===== src/rtl/seq_divider_pkg.sv =====
// Shared types and sizing helpers for the sequential restoring divider.
package seq_divider_pkg;

   typedef enum logic [1:0] {
      IDLE,
      DIV,
      FIX,
      DONE
   } state_t;

   localparam int unsigned DEFAULT_WIDTH = 8;
   localparam int unsigned CNT_W         = $clog2(DEFAULT_WIDTH + 1);

   function automatic int unsigned cnt_width(input int unsigned width);
      return $clog2(width + 1);
   endfunction

endpackage


===== src/rtl/seq_divider_if.sv =====
// Start/done request bundle between a datapath client and the divider.
interface seq_divider_if #(
   parameter int unsigned WIDTH = 8
);
   logic             start;
   logic [WIDTH-1:0] a;
   logic [WIDTH-1:0] b;
   logic             sign;
   logic             busy;
   logic             done;
   logic [WIDTH-1:0] quotient;
   logic [WIDTH-1:0] reminder;
   logic             div_by_zero;

   modport master (
      output start, a, b, sign,
      input  busy, done, quotient, reminder, div_by_zero
   );

   modport slave (
      input  start, a, b, sign,
      output busy, done, quotient, reminder, div_by_zero
   );
endinterface


===== src/rtl/seq_divider_div_step.sv =====
// One restoring division step: shift in the next dividend bit, try to subtract.
module seq_divider_div_step #(
   parameter int unsigned WIDTH = 8
) (
   input  logic [WIDTH:0]   rem_in,
   input  logic [WIDTH-1:0] divisor,
   input  logic             next_bit,
   output logic [WIDTH:0]   rem_out,
   output logic             q_bit
);
   logic [WIDTH+1:0] shifted;
   logic [WIDTH+1:0] trial;

   // rem_in < divisor, so the shifted value fits WIDTH+1 bits and trial's MSB is the borrow
   always_comb begin
      shifted = {rem_in, next_bit};
      trial   = shifted - {2'b00, divisor};
      q_bit   = ~trial[WIDTH+1];
      rem_out = q_bit ? trial[WIDTH:0] : shifted[WIDTH:0];
   end
endmodule


===== src/rtl/seq_divider.sv =====
// Iterative signed/unsigned integer divider, one quotient bit per clock.
module seq_divider
   import seq_divider_pkg::*;
#(
   parameter int unsigned WIDTH = DEFAULT_WIDTH
) (
   input logic         clk,
   input logic         rst,
   seq_divider_if.slave bus
);
   localparam int unsigned CW = cnt_width(WIDTH);

   state_t           state, next_state;
   logic [CW-1:0]    cnt;
   logic [WIDTH-1:0] dvd, dvs, a_lat;
   logic [WIDTH-1:0] a_mag, b_mag;
   logic [WIDTH:0]   rem, rem_next;
   logic             q_bit, neg_q, neg_r, zero_div, accept;

   seq_divider_div_step #(.WIDTH(WIDTH)) u_step (
      .rem_in   (rem),
      .divisor  (dvs),
      .next_bit (dvd[WIDTH-1]),
      .rem_out  (rem_next),
      .q_bit    (q_bit)
   );

   // -(most negative) wraps to 2^(WIDTH-1), which is the correct unsigned magnitude
   always_comb begin
      a_mag = (bus.sign && bus.a[WIDTH-1]) ? -bus.a : bus.a;
      b_mag = (bus.sign && bus.b[WIDTH-1]) ? -bus.b : bus.b;
   end

   always_ff @(posedge clk) begin
      if (rst) state <= IDLE;
      else     state <= next_state;
   end

   always_comb begin
      next_state = state;
      accept     = 1'b0;
      bus.busy   = 1'b0;
      bus.done   = 1'b0;
      case (state)
         IDLE: begin
            if (bus.start) begin
               accept     = 1'b1;
               next_state = DIV;
            end
         end
         DIV: begin
            bus.busy = 1'b1;
            if (cnt == CW'(WIDTH - 1)) next_state = FIX;
         end
         FIX: begin
            bus.busy   = 1'b1;
            next_state = DONE;
         end
         DONE: begin
            bus.done = 1'b1;
            if (bus.start) begin
               accept     = 1'b1;
               next_state = DIV;
            end else begin
               next_state = IDLE;
            end
         end
         default: next_state = IDLE;
      endcase
   end

   always_ff @(posedge clk) begin
      if (rst) begin
         cnt             <= '0;
         dvd             <= '0;
         dvs             <= '0;
         a_lat           <= '0;
         rem             <= '0;
         neg_q           <= 1'b0;
         neg_r           <= 1'b0;
         zero_div        <= 1'b0;
         bus.quotient    <= '0;
         bus.reminder    <= '0;
         bus.div_by_zero <= 1'b0;
      end else if (accept) begin
         cnt      <= '0;
         dvd      <= a_mag;
         dvs      <= b_mag;
         a_lat    <= bus.a;
         rem      <= '0;
         neg_q    <= bus.sign & (bus.a[WIDTH-1] ^ bus.b[WIDTH-1]);
         neg_r    <= bus.sign & bus.a[WIDTH-1];
         zero_div <= (bus.b == '0);
      end else if (state == DIV) begin
         // dividend bits shift out the top while quotient bits shift in the bottom
         dvd <= {dvd[WIDTH-2:0], q_bit};
         rem <= rem_next;
         cnt <= cnt + 1'b1;
      end else if (state == FIX) begin
         if (zero_div) begin
            bus.quotient    <= '1;
            bus.reminder    <= a_lat;
            bus.div_by_zero <= 1'b1;
         end else begin
            bus.quotient    <= neg_q ? -dvd : dvd;
            bus.reminder    <= neg_r ? -rem[WIDTH-1:0] : rem[WIDTH-1:0];
            bus.div_by_zero <= 1'b0;
         end
      end
   end
endmodule


===== src/flat_wrapper.sv =====
// flat-port wrapper written by rule: the top's interface ports become plain ports
module seq_divider_flat import seq_divider_pkg::*;
#(
   parameter int unsigned WIDTH = DEFAULT_WIDTH
)
  (clk, rst, bus_start, bus_a, bus_b, bus_sign, bus_busy, bus_done, bus_quotient, bus_reminder, bus_div_by_zero);
  seq_divider_if #(.WIDTH(WIDTH)) bus_i ();
  input logic clk;
  input logic rst;
  input wire logic [$bits(bus_i.start)-1:0] bus_start;
  input wire logic [$bits(bus_i.a)-1:0] bus_a;
  input wire logic [$bits(bus_i.b)-1:0] bus_b;
  input wire logic [$bits(bus_i.sign)-1:0] bus_sign;
  output wire logic [$bits(bus_i.busy)-1:0] bus_busy;
  output wire logic [$bits(bus_i.done)-1:0] bus_done;
  output wire logic [$bits(bus_i.quotient)-1:0] bus_quotient;
  output wire logic [$bits(bus_i.reminder)-1:0] bus_reminder;
  output wire logic [$bits(bus_i.div_by_zero)-1:0] bus_div_by_zero;
  assign bus_i.start = bus_start;
  assign bus_i.a = bus_a;
  assign bus_i.b = bus_b;
  assign bus_i.sign = bus_sign;
  assign bus_busy = bus_i.busy;
  assign bus_done = bus_i.done;
  assign bus_quotient = bus_i.quotient;
  assign bus_reminder = bus_i.reminder;
  assign bus_div_by_zero = bus_i.div_by_zero;
  seq_divider #(.WIDTH(WIDTH)) u_core (.clk(clk), .rst(rst), .bus(bus_i));
endmodule

===== config.mk =====
export PLATFORM = sky130hd
export DESIGN_NAME = seq_divider_flat
export DESIGN_NICKNAME = d
export VERILOG_FILES = /design/src/rtl/seq_divider_pkg.sv /design/src/rtl/seq_divider_if.sv /design/src/rtl/seq_divider_div_step.sv /design/src/rtl/seq_divider.sv /design/src/flat_wrapper.sv
export SDC_FILE = /design/constraint.sdc
export NUM_CORES = 1
export LEC_CHECK = 0
export BUFFER_PORTS_ARGS = -buffer_cell sky130_fd_sc_hd__clkbuf_2
export CAP_MARGIN = 25
export CORE_ASPECT_RATIO = 1.75
export CORE_MARGIN = 5
export CORE_UTILIZATION = 40
export CTS_CLUSTER_DIAMETER = 80
export CTS_CLUSTER_SIZE = 20
export DETAILED_ROUTE_END_ITERATION = 12
export HOLD_SLACK_MARGIN = 0.12
export SETUP_SLACK_MARGIN = 0.02
export SYNTH_ARGS = -nofsm -noshare
export SYNTH_HDL_FRONTEND = slang
export SYNTH_SLANG_ARGS = --single-unit

===== constraint.sdc =====
create_clock -name clk -period 3.05 [get_ports clk]
set_input_delay 0.305 -clock clk [delete_from_list [all_inputs] [get_ports clk]]
set_output_delay 0.305 -clock clk [all_outputs]
set_load 0.02 [all_outputs]

Word-level counts from Yosys, hierarchy flattened
Cells that the tools add are included.
{ "classes": {"add_sub_neg": 6, "n_reduce_logical": 10, "n_mux": 18, "n_bitwise": 6, "n_eq_ne": 6} }
{ "ops": {"columns": ["operator", "n"], "rows": [
  ["$mux 8", 8],
  ["$neg 8->8", 4],
  ["$sub 10x8->10", 1],
  ["$mux 9", 1],
  ["$logic_not 8->1", 1],
  ["$pmux 2 s4", 1],
  ["$mux 1", 6],
  ["$reduce_or 2->1", 3],
  ["$add 4x1->4 const B", 1],
  ["$eq 2x2->1 const B", 2],
  ["$eq 4x3->1 const B", 1],
  ["$mux 2", 2],
  ["$not 1->1", 3],
  ["$reduce_and 3->1", 1],
  ["$and 1x1->1", 2],
  ["$eq 2x1->1 const B", 1],
  ["$logic_and 1x1->1", 2],
  ["$logic_not 2->1", 1],
  ["$ne 2x1->1 const B", 1],
  ["$ne 2x2->1 const B", 1],
  ["$reduce_and 2->1", 1],
  ["$reduce_bool 2->1", 1],
  ["$xor 1x1->1", 1]
]} }
{ "word_totals": {"in_bits": 20, "ff_bits": 59, "out_inout_bits": 19, "elab_cells": 58} }

Depth between registers and ports, before layout
{ "depth": {"depth_word": 5, "ltp_mapped": 9, "depth_no_buf": 9} }

Cells and area by module
From an unflattened synthesis, not the netlist that was laid out.
{ "unflattened": {"hier_cells": 420, "hier_area_um2": 3510.9} }
{ "by_module_without_submodules": {"columns": ["mod", "area_per_inst_um2", "cells_each", "instances"], "rows": [
  ["seq_divider", 2945.3, 348, 1],
  ["seq_divider_div_step", 565.5, 72, 1]
]} }

Worst setup path before layout
Ideal clock, no wire load.
{ "synth_timing": {"path_type": "register to register", "startpoint": "register u_core.rem[3]", "endpoint": "register u_core.rem[2]", "setup_slack_ps": 929, "period_less_slack_ps": 2121, "required_time_ps": 2919, "path_stages_with_launch": 9, "n_path_buf": 1, "arrival_ps": 1990, "setup_ps": 131, "cell_sequence": "dfxtp_1 ha_1 a21o_1 a221oi_2 a21boi_2 xnor2_1 buf_2 mux2i_1 a21oi_1"} }
{ "synth_between": {"elab_chain_len": 2} }
{ "synth_rtl": {"columns": ["item", "line", "source"], "rows": [
  ["from (decl)", "seq_divider.sv:17", "logic [WIDTH:0] rem, rem_next;"],
  ["from (signal assigned)", "seq_divider.sv:97", "rem <= rem_next;"],
  ["$sub 10x8->10", "seq_divider_div_step.sv:17", "trial = shifted - {2'b00, divisor};"],
  ["$mux 9", "seq_divider_div_step.sv:19", "rem_out = q_bit ? trial[WIDTH:0] : shifted[WIDTH:0];"]
]} }
No other way between the ends.
A chain may end at the register's enable or synchronous reset.

Final worst setup path
{ "layout_timing": {"startpoint": "register u_core.rem[3]", "endpoint": "register u_core.rem[1]"} }
Same word-level chain as after synthesis.

==> flow_metrics.tcl <==
set metrics [dict create \
    arrival_ns 2.78 \
    drv_slew 0 \
    die_h_um 131.3 \
    avgViaCountPerCell 5.477 \
    via_count 3018 \
    irDropWorstVdd_v 0.0004187 \
    max-cap-violations 0 \
    htreeDepth 3 \
    synth.area.top_cells "dfxtp_1, ha_1, nand2_1" \
    cp.required_ns 3.29 \
    clock_sinks 59 \
    outcome "complete, no violations" \
    syn_avg_cell_area_um2 7.935 \
    ant_nets 0 \
    fmax_mhz 393.8 \
    fin_setup_tns_ns 0 \
    async_flop_share 0 \
    antenna_found_initial 0 \
    slew_headroom 0.3991 \
    timing.rr.start "u_core.rem[3]" \
    drt_iter0_drc 86 \
    firstDrtPassIters 4 \
    area_growth_pct 17.18 \
    min_path_type "in -> reg" \
    final_cells 551 \
    portBuffers 38 \
    ys_seq_elements 59 \
    grt_pass1_wl_um 14010 \
    synth.most_common_cell "dfxtp_1" \
    syn_area_um2 3364 \
    cts_tree "yes" \
    r2r-end "u_core.rem[1]" \
    cts_inserted_buffers 9 \
    powerDensity_nw_per_um2 1052 \
    cts-hold-fix-buffers 0 \
    routabilityCongestion 0.8425 \
    min_from "bus_b[0]" \
    cts_setup_buffers 0 \
    worstSetupStartpoint "u_core.rem[3]" \
    endpoint_kind "flop" \
    worstPathCellList "ha_1 -> a21o_1 -> a221oi_2 -> a21boi_2 -> xnor2_1 -> buf_4 -> or4_1 -> o311ai_1" \
    crit_path_max_fanout 8 \
    synth-warning-count 0 \
    die-area_um2 10420 \
    max_stage_delay_ns 0.47 \
    dieWidth_um 79.33 \
    period_share 0.8325 \
    drc 0 \
    multi_input_area_um2 2007 \
    cp-start-kind "flop" \
    cts_resized 0 \
    rows 44 \
    synth_edf_count 0 \
    synth.distinct_cells 43 \
    hold_slack_ns 0.2387 \
    core_um2 8258 \
    critPathKind "reg -> reg" \
    drive_gt1_frac 0.1416 \
    crit_slowest_cell "or4_1" \
    final_nets 493 \
    grt_pass1_vias 2974 \
    worst-r2r-setup-slack_ns 0.51 \
    grt-ovfl-total 0 \
    synth_common_cells "dfxtp_1, nand2_1, nor2_1, a21oi_1, clkbuf_1" \
    tightest_slew_ns 0.9001 \
    timing.final.crit_period_ns 2.539 \
    finalWirelength_um 8396 \
    avgRoutedWirePerCell_um 15.24 \
    finalSetupViolations 0 \
    fillCellCount 815 \
    ff2ff_path_depth 8 \
    clock_path_buffers 2 \
    initial_core_util 0.4074 \
    insertedDiodeCount 0 \
    rsz0062_at_grt "no" \
    synth_top_cell_by_area "dfxtp_1" \
    leakage_nw 1.543 \
    ys.flop_type "dfxtp_1" \
    synth_cells 424 \
    grt_max_degree 32 \
    clock_latency_ns 0.33 \
    cts_root_buffer "clkbuf_16" \
    clk_pin_slew_ns 0.05 \
    synth_fp_nets 463 \
    place_inst 535 \
    crit_path_end "u_core.rem[1]" \
    regArea_um2 1181 \
    finClkSkew_ns 0.004747 \
    ios 39 \
    track_usage 0.1702 \
    synth_top_area_share 0.3511 \
    yosysSeqAreaShare 0.3511 \
    hpwl_um 6314 \
    hold_viol_final 0 \
]
power by group:
part | switching (mW) | internal [mW]
clock | 0.365 | 0.711
combinational | 1.11 | 0.822
sequential | 0.180 | 0.957
flip-flops by register name (all words and copies together) (netlist names):
name	cells
u_core.rem	9
u_core.bus.quotient	8
u_core.neg_r	1
u_core.dvs	8
u_core.zero_div	1
u_core.neg_q	1
u_core.bus.div_by_zero	1
u_core.a_lat	8
u_core.dvd	8
u_core.cnt	4
u_core.bus.reminder	8
u_core.state	2
through the flow:
step	area [um^2]	utilization	setup slack, ns	power [mW]
2_1_floorplan	3364	-	0.9288	2.624
3_3_place_gp	3617	0.4380	0.4328	3.037
3_5_place_dp	3625	0.4389	0.5416	3.084
4_1_cts	3943	0.4774	0.5292	4.181
5_1_grt	3943	0.4774	0.3106	4.470
6_report	3943	0.4774	0.5109	4.147
worst max-delay path: cells and delay by family, from the launching register on:
family	cells	cell delay, ns
AOI/OAI and AO/OA	4	0.83
and+or+nand+nor	1	0.47
DFF	1	0.44
adders and majority gates	1	0.33
buffers and inverters	1	0.22
xor gates and xnor gates	1	0.17
cell usage in the layout (no fill, tap or decap), types with 12 or more instances in the layout:
cell      synthesis  routed
nand2_1          50      50
a211oi_1         12      12
dfxtp_1          59      59
xnor2_1          19      19
ha_1             18      18
nor2_1           43      43
a21oi_1          33      33
clkbuf_2          0      38
nor3_1           20      20
mux2i_1          14      14
inv_1            20      20
layer usage:
layer | share of wire | wire (um) | up-vias | global-route usage
met2 | 0.55 | 4614 | 53 | 0.3143
met1 | 0.39 | 3247 | 1399 | 0.1726
met4 | 0.029 | 244 | 0 | 0.08509
met5 | 0 | 0 | - | 0
met3 | 0.035 | 290 | 21 | 0.04041
li1 | - | - | 1545 | -
cell type report:
type / count / share of cell area
clock buffers: 9 / 0.05712
multi-input cells: 318 / 0.5090
well taps: 92 / 0.02920
repair buffers: 45 / 0.06157
clock inverters: 7 / 0.02348
inverters: 21 / 0.01999
flip-flops and latches: 59 / 0.2996
cell families after synthesis:
logic type / after synthesis / share of synthesized area
and+or+nand+nor: 155 / 0.2120
AOI/OAI and AO/OA: 100 / 0.1911
DFF: 59 / 0.3511
buffers and inverters: 47 / 0.05318
xor gates and xnor gates: 30 / 0.07810
adders and majority gates: 19 / 0.07289
muxes: 14 / 0.04165
how the worst min path moves through the flow:
stage                                   to  slack (ns)  cells past startpoint
detailed placement  u_core.bus.reminder[7]        0.45                      2
finish                       u_core.dvs[0]        0.24                      3
floorplan                  u_core.a_lat[7]        0.43                      2
CTS                          u_core.dvs[0]        0.22                      3
global placement           u_core.a_lat[0]        0.44                      2
global route               u_core.a_lat[0]        0.24                      3
Note: power is estimated with default switching activity, not from simulation.
